[config.mk]
export PLATFORM = sky130hd
export DESIGN_NAME = life_board_stepper_flat
export DESIGN_NICKNAME = d
export VERILOG_FILES = /design/src/rtl/life_pkg.sv /design/src/rtl/life_board_stepper_if.sv /design/src/rtl/life_board_stepper_cell_row.sv /design/src/rtl/life_board_stepper.sv /design/src/flat_wrapper.sv
export SDC_FILE = /design/constraint.sdc
export NUM_CORES = 1
export LEC_CHECK = 0
export BUFFER_PORTS_ARGS = -buffer_cell sky130_fd_sc_hd__buf_2
export CAP_MARGIN = 15
export CORE_MARGIN = 2
export CORE_UTILIZATION = 55
export CTS_CLUSTER_DIAMETER = 40
export DETAILED_ROUTE_END_ITERATION = 16
export PLACE_DENSITY = 0.84
export SYNTH_ARGS = -nofsm -noshare
export SYNTH_HDL_FRONTEND = slang
export SYNTH_HIERARCHICAL = 1
export SYNTH_SLANG_ARGS = --single-unit
export TNS_END_PERCENT = 10
[constraint.sdc]
create_clock -name clk -period 4.9 [get_ports clk]
set_clock_uncertainty 0.1 [all_clocks]
set_input_delay 0.245 -clock clk [delete_from_list [all_inputs] [get_ports clk]]
set_output_delay 0.245 -clock clk [all_outputs]
set_load 0.05 [all_outputs]
[src/rtl/life_pkg.sv]
// Shared types and the cell survival rule for the Game of Life board stepper.
package life_pkg;

  localparam int ROW_W = 8;

  typedef logic [ROW_W-1:0] row_t;

  typedef enum logic [1:0] {
    S_IDLE    = 2'd0,
    S_COMPUTE = 2'd1,
    S_COMMIT  = 2'd2
  } stepper_state_t;

  // Conway rule: birth on exactly 3 neighbours, survival on 2 or 3.
  function automatic logic cell_next(input logic alive, input logic [3:0] count);
    cell_next = (count == 4'd3) || (alive && (count == 4'd2));
  endfunction

endpackage

[src/rtl/life_board_stepper_if.sv]
// Host-side bus of the board stepper: row loading, step control and committed-board readback.
interface life_board_stepper_if #(parameter int IDX_W = 3);
  import life_pkg::*;

  logic             load_valid;
  logic [IDX_W-1:0] load_idx;
  row_t             load_data;
  logic             step_start;
  logic             busy;
  logic             done;
  logic [IDX_W-1:0] rd_idx;
  row_t             rd_data;
  logic [15:0]      generation;

  modport master (
    output load_valid, load_idx, load_data, step_start, rd_idx,
    input  busy, done, rd_data, generation
  );

  modport slave (
    input  load_valid, load_idx, load_data, step_start, rd_idx,
    output busy, done, rd_data, generation
  );

endinterface

[src/rtl/life_board_stepper_cell_row.sv]
// Evaluates one board row for the next generation from the row and its two vertical neighbours.
// Columns beyond either edge are treated as dead.
module cell_row
  import life_pkg::*;
(
  input  row_t top_row,
  input  row_t this_row,
  input  row_t bottom_row,
  output row_t next_state
);

  logic [ROW_W+1:0] top_pad_s;
  logic [ROW_W+1:0] mid_pad_s;
  logic [ROW_W+1:0] bot_pad_s;
  logic [3:0]       count_s [ROW_W];

  assign top_pad_s = {1'b0, top_row, 1'b0};
  assign mid_pad_s = {1'b0, this_row, 1'b0};
  assign bot_pad_s = {1'b0, bottom_row, 1'b0};

  // Padded index c+1 is column c; c and c+2 are its horizontal neighbours.
  for (genvar c = 0; c < ROW_W; c++) begin : g_col
    assign count_s[c] = 4'(top_pad_s[c]) + 4'(top_pad_s[c+1]) + 4'(top_pad_s[c+2])
                      + 4'(mid_pad_s[c])                      + 4'(mid_pad_s[c+2])
                      + 4'(bot_pad_s[c]) + 4'(bot_pad_s[c+1]) + 4'(bot_pad_s[c+2]);
    assign next_state[c] = cell_next(this_row[c], count_s[c]);
  end

endmodule

[src/rtl/life_board_stepper.sv]
// Holds an 8x8 Life board and advances it one generation by streaming rows through cell_row,
// staging results in a shadow buffer that is committed in a single edge.
module life_board_stepper
  import life_pkg::*;
#(
  parameter int N_ROWS = 8
)(
  input  logic                 clk,
  input  logic                 rst,
  life_board_stepper_if.slave  bus
);

  localparam int IDX_W = $clog2(N_ROWS);
  localparam logic [IDX_W-1:0] LAST_ROW = IDX_W'(N_ROWS - 1);
  localparam logic [IDX_W-1:0] ONE_ROW  = IDX_W'(1);

  stepper_state_t          state_r;
  logic [IDX_W-1:0]        r_r;
  row_t [N_ROWS-1:0]       board_r;
  row_t [N_ROWS-1:0]       shadow_r;
  logic [15:0]             gen_r;
  logic                    busy_r;
  logic                    done_r;

  row_t top_s;
  row_t this_s;
  row_t bottom_s;
  row_t next_s;

  // Neighbour selection with a dead row above the first and below the last row.
  always_comb begin
    this_s = board_r[r_r];
    if (r_r == '0) begin
      top_s = 8'h00;
    end else begin
      top_s = board_r[r_r - ONE_ROW];
    end
    if (r_r == LAST_ROW) begin
      bottom_s = 8'h00;
    end else begin
      bottom_s = board_r[r_r + ONE_ROW];
    end
  end

  cell_row u_cell_row (
    .top_row    (top_s),
    .this_row   (this_s),
    .bottom_row (bottom_s),
    .next_state (next_s)
  );

  // Stepper FSM: loads only in IDLE, board stays frozen while shadow is filled.
  always_ff @(posedge clk or posedge rst) begin
    if (rst) begin
      state_r  <= S_IDLE;
      r_r      <= '0;
      board_r  <= '0;
      shadow_r <= '0;
      gen_r    <= 16'd0;
      busy_r   <= 1'b0;
      done_r   <= 1'b0;
    end else begin
      done_r <= 1'b0;
      case (state_r)
        S_IDLE: begin
          if (bus.load_valid && (int'(bus.load_idx) < N_ROWS)) begin
            board_r[bus.load_idx] <= bus.load_data;
          end
          if (bus.step_start) begin
            state_r <= S_COMPUTE;
            r_r     <= '0;
            busy_r  <= 1'b1;
          end
        end
        S_COMPUTE: begin
          shadow_r[r_r] <= next_s;
          r_r           <= r_r + ONE_ROW;
          if (r_r == LAST_ROW) begin
            state_r <= S_COMMIT;
          end
        end
        S_COMMIT: begin
          board_r <= shadow_r;
          gen_r   <= gen_r + 16'd1;
          done_r  <= 1'b1;
          busy_r  <= 1'b0;
          state_r <= S_IDLE;
        end
        default: begin
          state_r <= S_IDLE;
          busy_r  <= 1'b0;
        end
      endcase
    end
  end

  assign bus.busy       = busy_r;
  assign bus.done       = done_r;
  assign bus.generation = gen_r;
  assign bus.rd_data    = board_r[bus.rd_idx];

endmodule

[src/flat_wrapper.sv]
// flat-port wrapper written by rule: the top's interface ports become plain ports
module life_board_stepper_flat import life_pkg::*;
#(
  parameter int N_ROWS = 8
)
  (clk, rst, bus_load_valid, bus_load_idx, bus_load_data, bus_step_start, bus_rd_idx, bus_busy, bus_done, bus_rd_data, bus_generation);
  life_board_stepper_if bus_i ();
  input  logic clk;
  input  logic rst;
  input wire logic [$bits(bus_i.load_valid)-1:0] bus_load_valid;
  input wire logic [$bits(bus_i.load_idx)-1:0] bus_load_idx;
  input wire logic [$bits(bus_i.load_data)-1:0] bus_load_data;
  input wire logic [$bits(bus_i.step_start)-1:0] bus_step_start;
  input wire logic [$bits(bus_i.rd_idx)-1:0] bus_rd_idx;
  output wire logic [$bits(bus_i.busy)-1:0] bus_busy;
  output wire logic [$bits(bus_i.done)-1:0] bus_done;
  output wire logic [$bits(bus_i.rd_data)-1:0] bus_rd_data;
  output wire logic [$bits(bus_i.generation)-1:0] bus_generation;
  assign bus_i.load_valid = bus_load_valid;
  assign bus_i.load_idx = bus_load_idx;
  assign bus_i.load_data = bus_load_data;
  assign bus_i.step_start = bus_step_start;
  assign bus_i.rd_idx = bus_rd_idx;
  assign bus_busy = bus_i.busy;
  assign bus_done = bus_i.done;
  assign bus_rd_data = bus_i.rd_data;
  assign bus_generation = bus_i.generation;
  life_board_stepper #(.N_ROWS(N_ROWS)) u_core (.clk(clk), .rst(rst), .bus(bus_i));
endmodule
* Word level (Yosys, flattened, before mapping) *
Cells that the tools add are included.

storage, ports and cells
  word-level logic and storage cells = 155
  input port bits = 18
  register bits after elaboration = 151
  output and inout port bits = 26

cells by class
  reduce and logical (&&, ||, !) cells = 26
  equal/unequal tests = 22
  muxes and demuxes = 26
  magnitude comparators = 7
  bitwise gates (word level) = 1
  add/subtract/negate cells = 52

operators by type and width
  operator               number
  $bwmux 64              2
  $pmux 64 s2            1
  $add 4x1->4            28
  $bmux 8 s3             4
  $eq 4x2->1 const B     16
  $mux 64                1
  $mux 8                 8
  $demux 8 s3            2
  $add 3x1->4            7
  $add 2x1->3            7
  $lt 3x4->1 const B     5
  $add 16x1->16 const B  1
  $add 1x1->2            7
  $logic_and 1x1->1      10
  $logic_or 1x1->1       8
  $reduce_and 2->1       4
  $ge 3x1->1 const B     2
  $pmux 3 s2             1
  $mux 2                 2
  $ne 2x2->1 const B     2
  $pmux 2 s2             1
  $reduce_bool 2->1      2
  $add 3x1->3 const B    1
  $eq 3x3->1 const B     1
  other kinds (10)       11

* Depth between registers and ports, before layout *
  depth in word-level cells = 15
  gate-level depth with buffers = 20

* Cells and area by module *
Netlist, hierarchy kept.

modules (own cells, without submodules)
  module              seq. area each (µm²)  times used  cells an instance  area each (µm²)
  life_board_stepper  3778.6                1           636                8416.8
  cell_row            0.0                   1           133                1188.6

* Worst setup path after synthesis *
Ideal clock, no wire load.

  path kind = register to register
  from = reg u_core.r_r[1]
  to = reg u_core/shadow_r[42] (netlist name)
  cell stages (with the launch flop) = 19
  setup slack = -0.084 ns
  arrival time = 4.818 ns
  period minus slack after synthesis = 4.984 ns
  path through = dfrtp_1 -> inv_1 -> ha_1 -> buf_2 -> buf_2 -> buf_2 -> mux4_2 -> o21ai_0 -> nand2_1 -> inv_1 -> fa_1 -> fa_1 -> fa_1 -> inv_1 -> ha_1 -> fa_1 -> or2_2 -> a21oi_1 -> mux2_2

between the ends
  cells in the longest elaborated chain, start to end = 15
  elaborated cells between the ends (all ways) = 29
  those cells by class = add/sub (9); order compare (2); eq/ne (3); mux (11); reduce/logical (4)

RTL lines
  item                            RTL line                           text
  start: declaration              life_board_stepper.sv:18           logic [IDX_W-1:0] r_r;
  start signal: assignment        life_board_stepper.sv:77           r_r <= r_r + ONE_ROW;
  $sub 3x1->3                     life_board_stepper.sv:36           top_s = board_r[r_r - ONE_ROW];
  $bmux 8 s3                      life_board_stepper.sv:36
  $mux 8 (not written as such)    life_board_stepper.sv:36
  $mux 8 *                        life_board_stepper.sv:33           if (r_r == '0) begin
  named net u_core.top_s[2]       life_board_stepper.sv:25           row_t top_s;
  $add 1x1->2 *                   life_board_stepper_cell_row.sv:23  assign count_s[c] = 4'(top_pad_s[c]) + 4'(top_pad_s[c+1]) + 4'(top_pad_s[c+2])
  $add 2x1->3 *                   life_board_stepper_cell_row.sv:23
  $add 3x1->4 *                   life_board_stepper_cell_row.sv:24  + 4'(mid_pad_s[c]) + 4'(mid_pad_s[c+2])
  $add 4x1->4 *                   life_board_stepper_cell_row.sv:24
  $add 4x1->4 * (3 in a row)      life_board_stepper_cell_row.sv:25  + 4'(bot_pad_s[c]) + 4'(bot_pad_s[c+1]) + 4'(bot_pad_s[c+2]);
  $eq 4x2->1                      life_pkg.sv:16                     cell_next = (count == 4'd3) || (alive && (count == 4'd2));
  $logic_and 1x1->1               life_pkg.sv:16
  $logic_or 1x1->1 *              life_pkg.sv:16
  named net u_core.next_s[2]      life_board_stepper.sv:28           row_t next_s;
  $bwmux 64 *                     life_board_stepper.sv:76           shadow_r[r_r] <= next_s;
  end signal: indexed assignment  life_board_stepper.sv:76
  end: declaration                life_board_stepper.sv:20           row_t [N_ROWS-1:0] shadow_r;

Mark *: on every way through the listed nets, which the timed path passes. The rest lies on a longest branch. The select of a mux whose other input is x is not followed.
A chain may end at the register's enable or synchronous reset.

* Worst setup path after layout *
  from = reg u_core.r_r[0]
  to = reg u_core/shadow_r[28] (netlist name)

Same word-level chain as after synthesis.

==> impl_metrics.ini <==
[status]
status = complete, no violations

[synth]
netlist_instances = 769
async_reset_ff_share_pct = 100
yosysUniqueCellTypes = 51
netlist_area_um2 = 9610
yosysSeqAreaShare_pct = 39.3
postSynthAreaPerCell_um2 = 12.5
yosys_warnings = 6
ys.flop_type = dfrtp_1
ys_seq_elements = 151
synth_fp_nets = 840
synth_edf_count = 0

[floorplanning]
initial_core_util_pct = 55.9
die_area_um2 = 18500
fp.dieW_um = 136
rows = 48
io_pins = 44
coreArea_um2 = 17200
die_h_um = 136

[timing]
layout_min_cycle_time_ns = 4.69
setup_viol = 0
fin_tns_setup_ns = 0
relSlewSlack_pct = 24.4
rsz0062_at_grt = true
max_freq_mhz = 213
period_share_pct = 95.7
worst_pin_slew_ns = 1.13
hold_viol_final = 0
finalMaxSlewViolations = 0

[setup_path]
slowest_stage = fa_1
end_kind = flip-flop
worstReg2RegEnd = u_core/shadow_r[28]
slowest_delay_ns = 0.56
worst-r2r-cell-count = 16
r2r_slack_ns = 0.21
cp_top_family = adder cells
cp_num_buf_inv = 4
cpMostUsedCell = fa_1
crit_required_ns = 5.16
crit_type = flip-flop to flip-flop
cp_cell_sequence = inv_2 -> ha_1 -> nor2b_1 -> o21ai_0 -> nand2_1 -> inv_1 -> fa_1 -> fa_1 -> fa_1 -> inv_1 -> ha_1 -> fa_1 -> or2_2 -> a21oi_1 -> buf_4 -> mux2_2
reg2reg_from = u_core/r_r[0]
cp.arrival_ns = 4.95
startpoint_type = flip-flop
cp_max_fo = 8

[min_path]
worstHoldStart = bus_step_start
holdPathEnd = u_core/state_r[0]
hold_depth = 3
min_path_type = primary input to flip-flop

[final_layout]
syn_to_final_growth_pct = 11.5
diodes = 0
postLayoutCoreUtil_pct = 62.4
nNetsFinal = 875
layout-drive-gt1-share_pct = 32.2
mostFrequentLayoutCells = dfrtp_1 (150), mux2_2 (83), mux4_2 (64), inv_1 (52), buf_2 (43)
final_common_cell = dfrtp_1
instances_no_fill = 1041

[clock_tree]
post_cts.repair.setup_buffers = 0
clkTransAtPathRegs_ns = 0.06
clock_latency_ns = 0.43
htree_levels = 4
cts_root_buf = clkbuf_16
clk_path_buf_depth = 2
clock_sinks = 151
numCtsBuffers = 17
cts_tree = done

[detailed_routing]
route.detailed.drc = 0
dr.pass1.iters = 5
ant_nets = 0
num_vias = 6851
via_per_inst = 6.58
wl_per_cell_um = 23.1
drt_iter0_drc = 736
wl_mm = 24.0

[global_route]
antenna_found_initial = 0
grt_max_degree = 121
grt_pass1_vias = 6906
grt_first_pass_wirelength_mm = 38.2
grt.total_usage_pct = 27.3
globalRouteOverflowTotal = 0

[flow_run]
drv_cap = 0

[placement]
port_buffers = 43
gp_congestion = 0.891
dpl.hpwl_mm = 17.0
dpl.cell_count = 1007
## logic make-up after synthesis
group | share of synthesized area [%]
compound gates | 10.4
mux | 26.5
simple gates | 8.62
flops | 39.3
fa+ha+maj | 9.09
xor+xnor | 1.37
buf+inv | 4.66
## per-stage QoR
stage / cell area, µm² / hold WS, ns / worst slack [ns]
after global placement: 10000 / 0.352 / 0.220
after floorplan: 9610 / 0.306 / -0.0801
after detailed placement: 10000 / 0.361 / 0.172
final: 10700 / 0.0148 / 0.209
after CTS: 10600 / 0.00471 / 0.121
after global routing: 10700 / 0.0101 / -0.0158
## worst min-delay path: stages
cell     delay, ns
buf_2         0.11
nand2_1       0.08
a21oi_1       0.06
## sequential cells by signal, indices dropped and copies added, names as in the netlist
signal and cells:
u_core/r_r 3, u_core/bus.done 1, u_core/shadow_r 64, u_core/state_r 2, u_core/bus.generation 16, u_core/bus.busy 1, u_core/board_r 64
## Yosys cell counts, types with 2 or more instances
master	instances	area, µm²
nor3b_1	6	45.0
o21ai_1	4	20.0
a21oi_1	14	70.1
dfrtp_1	151	3780
clkbuf_1	6	22.5
nor2_1	19	71.3
and2_1	3	18.8
and3_1	6	37.5
nor3_2	2	20.0
fa_1	28	561
inv_2	2	7.51
or2_2	6	37.5
mux2_2	83	935
mux4_2	64	1440
nand3_1	12	60.1
inv_1	56	210
a22oi_1	7	52.6
nand2_1	39	146
nor2b_1	22	138
nand4_1	4	25.0
nand4b_1	2	17.5
nor3_4	2	32.5
ha_1	25	313
buf_2	24	120
nor3_1	7	35.0
a221o_1	21	210
xor2_1	4	35.0
buf_4	4	30.0
a22o_1	29	254
a21o_1	27	203
o21ai_0	30	150
nand3b_1	3	22.5
xnor2_1	11	96.3
buf_1	11	41.3
and4_1	3	26.3
mux2i_1	16	160
and4bb_2	2	25.0
## routing by layer
layer | track usage (%) | wire [µm] | part of all wire, %
met5 | 0 | 0 | 0
met4 | 10.7 | 543 | 2.3
met3 | 5.63 | 1720 | 7.2
met2 | 41.4 | 11700 | 49
met1 | 38.9 | 10000 | 42
## timing repair
item,in CTS,in global routing
gates resized for setup,0,9
setup endpoints to repair,0,48
endpoints found under the hold margin,0,13
hold buffers,0,1
## worst max path at each step
stage               depth (start not counted)                  end     startpoint
floorplan                                  18  u_core/shadow_r[45]  u_core/r_r[1]
global placement                           14   u_core/shadow_r[4]  u_core/r_r[0]
detailed placement                         14  u_core/shadow_r[20]  u_core/r_r[0]
CTS                                        14  u_core/shadow_r[28]  u_core/r_r[0]
global route                               16  u_core/shadow_r[28]  u_core/r_r[1]
finish                                     16  u_core/shadow_r[28]  u_core/r_r[0]
## final cells by class
class	count	area, µm²
clock buffers	24	482
clock inverters	7	118
fillers	1315	6460
inverters	58	223
multi-input cells	513	5400
flip-flops and latches	151	3780
well taps	225	282
repair buffers	63	433
Power is left out: the tool's default activity adds up to more than one toggle a clock period on the data nets, which glitch-free logic cannot reach.
